## config.mk

```make
export PLATFORM = sky130hd
export DESIGN_NAME = instruction_fetch
export DESIGN_NICKNAME = d
export VERILOG_FILES = /design/src/rtl/instruction_fetch.sv
export SDC_FILE = /design/constraint.sdc
export NUM_CORES = 1
export LEC_CHECK = 0
export CAP_MARGIN = 20
export CORE_ASPECT_RATIO = 0.75
export CORE_MARGIN = 2
export CORE_UTILIZATION = 30
export DETAILED_ROUTE_END_ITERATION = 7
export MAX_ROUTING_LAYER = met4
export SLEW_MARGIN = 20
export SYNTH_ARGS = -nofsm -noshare
export SYNTH_HDL_FRONTEND = slang
export SYNTH_SLANG_ARGS = --single-unit
```

## constraint.sdc

```tcl
create_clock -name clk -period 3.15 [get_ports clk]
set_clock_uncertainty 0.1 [all_clocks]
set_input_delay 0.315 -clock clk [delete_from_list [all_inputs] [get_ports clk]]
set_output_delay 0.315 -clock clk [all_outputs]
set_load 0.01 [all_outputs]
```

## src/rtl/instruction_fetch.sv

```systemverilog
// Instruction fetch stage: owns the PC, fetches over a req/ack handshake
// and holds the word for the decoder until it advances.
module instruction_fetch #(
  parameter logic [31:0] RESET_PC = 32'h0000_0000,
  parameter int          CNT_W    = 16
) (
  input  logic             clk,
  input  logic             rst_n,
  input  logic             advance,
  input  logic             pc_src,
  input  logic [15:0]      branch_off,
  output logic             imem_req,
  output logic [31:0]      imem_addr,
  input  logic             imem_ack,
  input  logic [31:0]      imem_rdata,
  output logic [31:0]      instruction,
  output logic             instr_valid,
  output logic [31:0]      pc,
  output logic [CNT_W-1:0] retired_cnt
);

  typedef enum logic [1:0] {
    IDLE  = 2'd0,
    FETCH = 2'd1,
    HOLD  = 2'd2
  } state_t;

  state_t state, state_nxt;

  logic [31:0] pc_rst;
  logic [31:0] br_add;
  logic [31:0] next_pc;
  logic        take_ack;
  logic        take_adv;

  assign pc_rst = {RESET_PC[31:2], 2'b00};

  // pc stays word aligned, so the sum never touches bits [1:0]
  assign br_add  = pc_src ? {{14{branch_off[15]}}, branch_off, 2'b00}
                          : 32'd0;
  assign next_pc = pc + 32'd4 + br_add;

  assign take_ack = (state == FETCH) && imem_ack;
  assign take_adv = (state == HOLD) && advance;

  always_ff @(posedge clk or negedge rst_n) begin
    if (!rst_n) state <= IDLE;
    else        state <= state_nxt;
  end

  always_comb begin
    state_nxt = state;
    unique case (state)
      IDLE:    state_nxt = FETCH;
      FETCH:   if (imem_ack) state_nxt = HOLD;
      HOLD:    if (advance)  state_nxt = FETCH;
      default: state_nxt = IDLE;
    endcase
  end

  always_comb begin
    imem_req    = 1'b0;
    instr_valid = 1'b0;
    unique case (state)
      FETCH:   imem_req    = 1'b1;
      HOLD:    instr_valid = 1'b1;
      default: ;
    endcase
  end

  assign imem_addr = pc;

  always_ff @(posedge clk or negedge rst_n) begin
    if (!rst_n) begin
      pc          <= pc_rst;
      instruction <= 32'd0;
      retired_cnt <= '0;
    end else begin
      if (take_ack)
        instruction <= imem_rdata;
      if (take_adv) begin
        pc          <= next_pc;
        retired_cnt <= retired_cnt + {{(CNT_W-1){1'b0}}, 1'b1};
      end
    end
  end

endmodule
```

# --- After elaboration in Yosys (flattened, before gate mapping) ---
# Cells that the tools add are included.
classes:
  mux: 6
  n_eq_ne: 4
  reduce_logical: 4
  n_addsub: 3
ops:
  columns: ["operator", "n"]
  rows:
  - ["32-bit by 3-bit adder with 32-bit output, second input constant", 1]
  - ["32-bit adder", 1]
  - ["32-bit 2-to-1 mux", 1]
  - ["16-bit by 1-bit adder with 16-bit output, second input constant", 1]
  - ["2-bit one-hot mux with 3 select lines", 1]
  - ["2-bit 2-to-1 mux", 2]
  - ["2-bit != test, second input constant", 2]
  - ["2-bit by 1-bit == test with 1-bit output, second input constant", 1]
  - ["2-bit == test, second input constant", 1]
  - ["1-bit logical AND", 2]
  - ["2-bit logical NOT", 1]
  - ["1-bit 2-to-1 mux", 2]
  - ["2-bit AND reduction", 1]
totals:
  input_bits: 53
  reg_bits: 82
  out_inout_bits: 114

# --- Logic depth before layout (Yosys ltp) ---
# Gate-level depths: netlist of run 1.
depth:
  word_depth: 3
  ltp_mapped: 16
  ltp_nobuf: 14

# --- Least setup slack after synthesis of run 1 ---
# Ideal clock, no wire load.
synth_path:
  path_type: "input -> register"
  startpoint: "input pc_src"
  endpoint: "register pc[31] (netlist: imem_addr[31])"
  slack_ns: -0.292
  cell_stages: 15
  setup_time_ns: 0.080
  arrival_time_ns: 3.262
  n_path_buf: 2
  cell_sequence: "clkbuf_1 > clkbuf_1 > and2_1 > ha_1 > ha_1 > fa_1 > a21oi_2 > inv_2 > a41oi_2 > o21ai_2 > a21oi_2 > o311ai_4 > o41ai_2 > mux2i_1 > xnor2_1"
synth_via:
  elab_chain_len: 2
synth_rtl:
  columns: ["item", "line_no", "rtl"]
  rows:
  - ["from (decl)", "10", "input logic pc_src,"]
  - ["32-bit 2-to-1 mux", "39", "assign br_add = pc_src ? {{14{branch_off[15]}}, branch_off, 2'b00}"]
  - ["32-bit adder", "41", "assign next_pc = pc + 32'd4 + br_add;"]
  - ["to (signal assigned)", "75", "pc <= pc_rst;"]
  - ["to (signal assigned)", "82", "pc <= next_pc;"]
  - ["to (decl)", "18", "output logic [31:0] pc,"]
# No other way between the ends.
# A chain may end at the register's enable or synchronous reset.

# --- Worst setup path after layout of run 1 ---
layout_path:
  startpoint: "input branch_off[12]"
  endpoint: "register pc[28] (netlist: imem_addr[28])"
layout_via:
  elab_chain_len: 2
layout_rtl:
  columns: ["item", "line_no", "rtl"]
  rows:
  - ["from (decl)", "11", "input logic [15:0] branch_off,"]
  - ["32-bit 2-to-1 mux", "39", null]
  - ["32-bit adder", "41", null]
# No other way between the ends.

==> results.py, run 1 <==
metrics = {
    "sta": {
        "relSlewSlack_pct": 49.76,
        "slew_viol_final": 0,
        "max_clock_freq_mhz": 331.5,
        "worstMarginPinSlew_ns": 0.7536,
        "setup_viol": 0,
        "rsz0062_at_grt": "false",
        "period_needed_ns": 3.017,
        "hold_violations": 0,
        "post-route-period-util_pct": 95.78,
        "setup_slack_ns": 0.1330,
    },
    "status": {
        "status": "finished, final reports clean",
    },
    "route": {
        "drc": 0,
        "totalWireLength_um": 14060,
        "ant_nets": 0,
        "routedWlPerCell_um": 14.49,
        "drtIter0Drc": 254,
        "num_vias": 4448,
        "dr.pass1.iters": 5,
        "viasPerCell": 4.586,
    },
    "logic_synthesis": {
        "yosysMostFrequentCell": "dfrtp_1",
        "yosys.area.top_type": "dfrtp_1",
        "synth_edf_count": 0,
        "synth_area_um2": 5265,
        "avgSynthCellArea_um2": 10.03,
        "ys_async_sr_fraction_pct": 100.0,
        "synth_cell_type_count": 57,
        "synth.top_cell.area_share_pct": 38.02,
        "synth_top_family_by_area": "simple AND/OR/NAND/NOR gates",
        "synth_mux_area_share_pct": 7.462,
        "ys_seq_area_share_pct": 38.02,
        "netlist_top_cells_count": "dfrtp_1, nand2_1, ha_1",
        "ys_seq_elements": 80,
        "synth-compound-area-share_pct": 13.47,
        "synthCells": 525,
        "synthAdderAreaFrac_pct": 10.84,
        "yosys_most_used_dff": "dfrtp_1",
        "yosys.area_share.simple_pct": 13.55,
        "yosys_warnings": 0,
        "yosys.area_share.xor_xnor_pct": 9.316,
        "synthTopCellsByArea": "dfrtp_1, ha_1, mux2_2",
    },
    "clock_tree": {
        "tritoncts": "yes",
        "clock-root-buffer": "clkbuf_16",
        "cts_buffers": 9,
        "clock-sinks": 80,
        "clk_path_buf_depth": 2,
        "htreeDepth": 3,
        "clkTransAtPathRegs_ns": 0.06,
        "clk_latency_ns": 0.35,
    },
    "power_and_ir_drop": {
        "leakagePower_nw": 3.637,
        "power_switching_w": 0.002722,
        "comb_power_share_pct": 58.7,
        "clkPwrFrac_pct": 15.4,
        "internal_power_w": 0.004524,
        "power_density_nw_per_um2": 919.5,
        "p_seq_share_pct": 25.9,
        "switching_share_pct": 37.56,
        "peakVddDrop_mv": 0.4313,
    },
    "global_route": {
        "overflow": 0,
        "grt_pass1_wl_um": 23280,
        "grt_pass1_vias": 4581,
        "grt_usage_pct": 16.01,
        "grt_max_degree": 81,
        "antenna_found_initial": 0,
    },
    "place": {
        "place_ws_ns": -0.5533,
        "placed_area_um2": 7392,
        "hpwl_um": 10490,
        "gp_congestion": 0.8393,
        "placed_cells": 944,
        "numPortBuffers": 162,
    },
    "worst_setup_path": {
        "worstSetupPathType": "in -> reg",
        "cp_data_arrival_time_ns": 3.14,
        "max_stage_delay_ns": 0.40,
        "reg2reg_depth": 11,
        "r2r_end": "imem_addr[28]$_DFFE_PN0P_",
        "end_kind": "register",
        "crit_top_cell": "o21ai_1",
        "critPathBufInv": 1,
        "required_ns": 3.27,
        "crit_fanout": 4,
        "r2r_setup_slack_ns": 0.22,
        "critPathTopFamily": "compound AO/OA/AOI/OAI gates",
        "r2r_start": "imem_addr[14]$_DFFE_PN0P_",
        "start_kind": "primary input",
        "slowest_stage": "clkdlybuf4s50_1",
        "path_cells": "clkdlybuf4s50_1, and2_1, ha_1, ha_1, o21ai_0, o21ai_1, a31o_1, a311oi_1, a21boi_1, o21ai_1, a21oi_1, xor2_1, o21ai_1",
    },
    "final_layout": {
        "instances_no_fill": 970,
        "area_growth_pct": 49.67,
        "finalInstanceArea_um2": 7880,
        "multiInputGateArea_um2": 2973,
        "drive_above_1_share_pct": 22.07,
        "seqCellArea_um2": 2002,
        "nets": 827,
        "insertedDiodeCount": 0,
        "fill_cells": 1579,
    },
    "worst_hold_path": {
        "hold_end": "retired_cnt[15]$_DFFE_PN0P_",
        "hold_class": "reg -> reg",
        "whs_path_depth": 1,
        "min_from": "retired_cnt[15]$_DFFE_PN0P_",
    },
    "floorplanning": {
        "num_rows": 41,
        "core_area_um2": 16980,
        "dieHeight_um": 118.7,
        "start_util_pct": 31.01,
        "dieArea_um2": 18640,
        "die_x_um": 157.0,
        "ios": 167,
    },
    "run": {
        "maxCapViolCount": 0,
    },
}
## per-stage QoR
step / TNS, ns / util, % / hold WS (ns) / total power, W
floorplan: 0 / - / -0.08059 / 0.004121
global placement: -4.726 / 43.53 / 0.3688 / 0.005986
detailed placement: -5.799 / 43.53 / 0.3759 / 0.006057
CTS: 0 / 45.71 / 0.1016 / 0.007262
global route: 0 / 46.41 / 0.4148 / 0.007793
finish: 0 / 46.41 / 0.3808 / 0.007246
## power by group through the flow
stage | combinational [W] | sequential, W | clock [W]
finish | 0.00425 | 0.00187 | 0.00112
global route | 0.00465 | 0.00194 | 0.00120
CTS | 0.00422 | 0.00188 | 0.00116
detailed placement | 0.00417 | 0.00189 | 0
global placement | 0.00413 | 0.00186 | 0
floorplan | 0.00212 | 0.00200 | 0
## final cells by class
cell class,count,share of cell area [%]
Multi-Input combinational cell,386,37.73
Timing Repair Buffer,243,28.76
Sequential cell,80,25.40
Tap cell,236,3.747
Clock buffer,9,2.858
Clock inverter,7,1.080
Inverter,9,0.4287
## state kept, by name (all words and copies together), names as in the netlist
name,count
imem_addr,30
instruction,32
retired_cnt,16
state,2
## layer usage
metal | wire length, um | GRT usage, % | vias up
met5 | 0 | - | -
met4 | 115 | 4.128 | 0
met3 | 558 | 2.530 | 7
met2 | 6503 | 24.97 | 109
met1 | 6880 | 21.69 | 2130
li1 | - | - | 2202
## logic make-up (layout without fill, tap and decap cells)
kind of cell,count (synthesis),in the layout
buf+inv,62,268
simple gates,144,144
compound gates,102,102
xor+xnor,56,56
fa+ha+maj,45,45
mux,35,35
flops,80,80
other cells,1,4
## worst max-delay path by stage
stage	start	to	slack (ns)	depth (start not counted)
finish	branch_off[12]	imem_addr[28]$_DFFE_PN0P_	0.13	13
global placement	pc_src	imem_addr[31]$_DFFE_PN0P_	-0.40	15
global route	branch_off[12]	imem_addr[28]$_DFFE_PN0P_	0.001	13
floorplan	pc_src	imem_addr[31]$_DFFE_PN0P_	0.002	15
detailed placement	pc_src	imem_addr[31]$_DFFE_PN0P_	-0.55	15
CTS	pc_src	imem_addr[31]$_DFFE_PN0P_	0.008	17
## cells in the final DEF, fill, tap and decap left out, drive strengths merged, types with 4 or more instances in the layout
cell | synthesis | final
a21o | 16 | 16
a21oi | 25 | 25
a31oi | 4 | 4
and2 | 16 | 16
and3 | 18 | 18
buf | 39 | 81
clkbuf | 12 | 10
clkdlybuf4s50 | 0 | 160
conb | 1 | 4
dfrtp | 80 | 80
ha | 44 | 44
inv | 9 | 14
mux2 | 34 | 34
nand2 | 57 | 57
nand3 | 13 | 13
nand4 | 6 | 6
nor2 | 19 | 19
nor2b | 5 | 5
nor3 | 5 | 5
o21ai | 37 | 37
xnor2 | 39 | 39
xor2 | 17 | 17
## what timing repair did
| action | 4_1_cts | 5_1_grt |
|---|---|---|
| buffers inserted | 4 | 5 |
| pin swaps | 9 | 12 |
| resized for setup | 6 | 12 |
| gates cloned | 0 | 1 |
| hold buffers | 0 | 1 |
| endpoints found under the setup margin | 6 | 6 |
| hold endpoints to repair | 0 | 25 |
Power figures use the tool's default switching activity.
==> run 2, diff against run 1 <==
--- a/config.mk
+++ b/config.mk
@@ -8,9 +8,10 @@
 export CAP_MARGIN = 20
 export CORE_ASPECT_RATIO = 0.75
 export CORE_MARGIN = 2
-export CORE_UTILIZATION = 30
+export CORE_UTILIZATION = 43
 export DETAILED_ROUTE_END_ITERATION = 7
 export MAX_ROUTING_LAYER = met4
+export PLACE_DENSITY = 0.78
 export SLEW_MARGIN = 20
 export SYNTH_ARGS = -nofsm -noshare
 export SYNTH_HDL_FRONTEND = slang
==> results.py, run 2 (same netlist as run 1, synthesis figures left out) <==
metrics = {
    "status": {
        "status": "finished, final reports clean",
    },
    "clock_tree": {
        "cts_buffers": 9,
        "clkTransAtPathRegs_ns": 0.06,
        "clock-sinks": 80,
        "clock-root-buffer": "clkbuf_16",
        "clk_latency_ns": 0.33,
        "htreeDepth": 3,
        "tritoncts": "yes",
        "clk_path_buf_depth": 2,
    },
    "worst_setup_path": {
        "required_ns": 3.24,
        "slowest_stage": "clkdlybuf4s50_1",
        "start_kind": "primary input",
        "path_cells": "clkdlybuf4s50_1, and2_1, ha_1, ha_1, a211oi_2, o21ai_1, a31o_1, a311oi_1, a21boi_2, o21ai_1, a21oi_1, xor2_1, o21ai_1",
        "r2r_setup_slack_ns": 0.19,
        "max_stage_delay_ns": 0.41,
        "crit_top_cell": "o21ai_1",
        "cp_data_arrival_time_ns": 3.15,
        "r2r_end": "imem_addr[28]$_DFFE_PN0P_",
        "reg2reg_depth": 11,
        "crit_fanout": 2,
        "worstSetupPathType": "in -> reg",
        "end_kind": "register",
        "r2r_start": "imem_addr[13]$_DFFE_PN0P_",
    },
    "final_layout": {
        "area_growth_pct": 47.74,
        "seqCellArea_um2": 2002,
        "largest_reg_flops": 32,
        "fill_cells": 911,
        "drive_above_1_share_pct": 21.98,
        "finalInstanceArea_um2": 7779,
        "utilization_pct": 66.01,
        "multiInputGateArea_um2": 2964,
        "insertedDiodeCount": 0,
        "largest_register": "instruction",
        "nets": 831,
        "mostFrequentLayoutCells": "clkdlybuf4s50_1, buf_4, dfrtp_1",
        "final_common_cell": "clkdlybuf4s50_1",
    },
    "global_route": {
        "grt_usage_pct": 22.03,
        "overflow": 0,
        "antenna_found_initial": 0,
        "grt_max_degree": 81,
        "grt_pass1_wl_um": 22690,
        "grt_pass1_vias": 4619,
    },
    "power_and_ir_drop": {
        "leakagePower_nw": 3.639,
        "peakVddDrop_mv": 0.5100,
        "power_density_nw_per_um2": 940.3,
    },
    "floorplanning": {
        "dieHeight_um": 99.83,
        "ios": 167,
        "die_x_um": 131.8,
        "start_util_pct": 44.68,
        "num_rows": 34,
        "core_area_um2": 11780,
        "dieArea_um2": 13150,
    },
    "sta": {
        "whs_ns": 0.3761,
        "setup_slack_ns": 0.09421,
        "relSlewSlack_pct": 49.88,
        "slew_viol_final": 0,
        "worstMarginPinSlew_ns": 0.7518,
        "max_clock_freq_mhz": 327.2,
        "hold_violations": 0,
        "post-route-period-util_pct": 97.01,
        "setup_viol": 0,
        "period_needed_ns": 3.056,
    },
    "place": {
        "place_ws_ns": -0.5809,
        "hpwl_um": 10500,
        "placed_area_um2": 7355,
        "gp_congestion": 0.9336,
        "numPortBuffers": 162,
    },
    "route": {
        "dr.pass1.iters": 4,
        "num_vias": 4499,
        "drc": 0,
        "ant_nets": 0,
        "viasPerCell": 5.004,
        "totalWireLength_um": 13820,
        "drtIter0Drc": 186,
        "routedWlPerCell_um": 15.38,
    },
    "worst_hold_path": {
        "min_from": "retired_cnt[15]$_DFFE_PN0P_",
        "hold_class": "reg -> reg",
        "hold_end": "retired_cnt[15]$_DFFE_PN0P_",
        "whs_path_depth": 1,
    },
    "run": {
        "maxCapViolCount": 0,
    },
}
==> run 2: cell types whose count changed in the layout (fill, tap and decap cells not counted), sizes merged <==
cell      delta
buf          +4
clkinv       -1
clkinvlp     +2
inv          -3
bufinv       +1
==> run 2: per-layer routing <==
metal	GRT usage (%)	wire, um
met5	-	0
met4	6.689	255
met3	4.293	487
met2	37.17	6803
met1	27.15	6277
==> run 2: timing repair <==
action,CTS,global route
gates resized for setup,2,9
setup buffers,2,2
pin swaps,3,6
hold buffers,0,1
endpoints found under the hold margin,0,13
endpoints found under the setup margin,14,11
==> run 2: power by group <==
group	internal (W)	switching, W	total, W
Clock	0.000696	0.000434	0.00113
Combinational	0.00246	0.00185	0.00431
Sequential	0.00146	0.000413	0.00187
==> run 2: how the worst max path moves through the flow <==
stage,startpoint,endpoint,slack [ns],depth (start not counted)
after global placement,pc_src,imem_addr[30]$_DFFE_PN0P_,-0.56,13
after CTS,pc_src,imem_addr[28]$_DFFE_PN0P_,0.02,14
after floorplan,pc_src,imem_addr[31]$_DFFE_PN0P_,0.002,15
final,branch_off[11],imem_addr[28]$_DFFE_PN0P_,0.09,13
after detailed placement,pc_src,imem_addr[30]$_DFFE_PN0P_,-0.58,13
after global routing,branch_off[2],imem_addr[30]$_DFFE_PN0P_,-0.05,13
==> run 2: worst max-delay path, delay by kind of cell <==
kind,cells,cell delay (ns)
AO/OA/AOI/OAI,8,1.50
XOR/XNOR,1,0.17
AND/OR/NAND/NOR,1,0.16
adder cells (fa/ha/maj),2,0.60
buffers and inverters,1,0.41
==> run 2: through the flow <==
step                      setup TNS (ns)  total power [W]  std cells
after floorplan                        0         0.004121        528
after global placement            -5.600         0.005997        879
after detailed placement          -6.761         0.006119        879
after CTS                              0         0.007323        896
after global routing            -0.06368         0.007822        899
final                                  0         0.007314        899
==> run 2: cell type report <==
cell class,count,share of cell area (%)
Clock buffer,9,2.895
Timing Repair Buffer,247,29.03
Multi-Input combinational cell,386,38.11
Inverter,9,0.4343
Sequential cell,80,25.74
Clock inverter,6,1.190
Tap cell,162,2.606
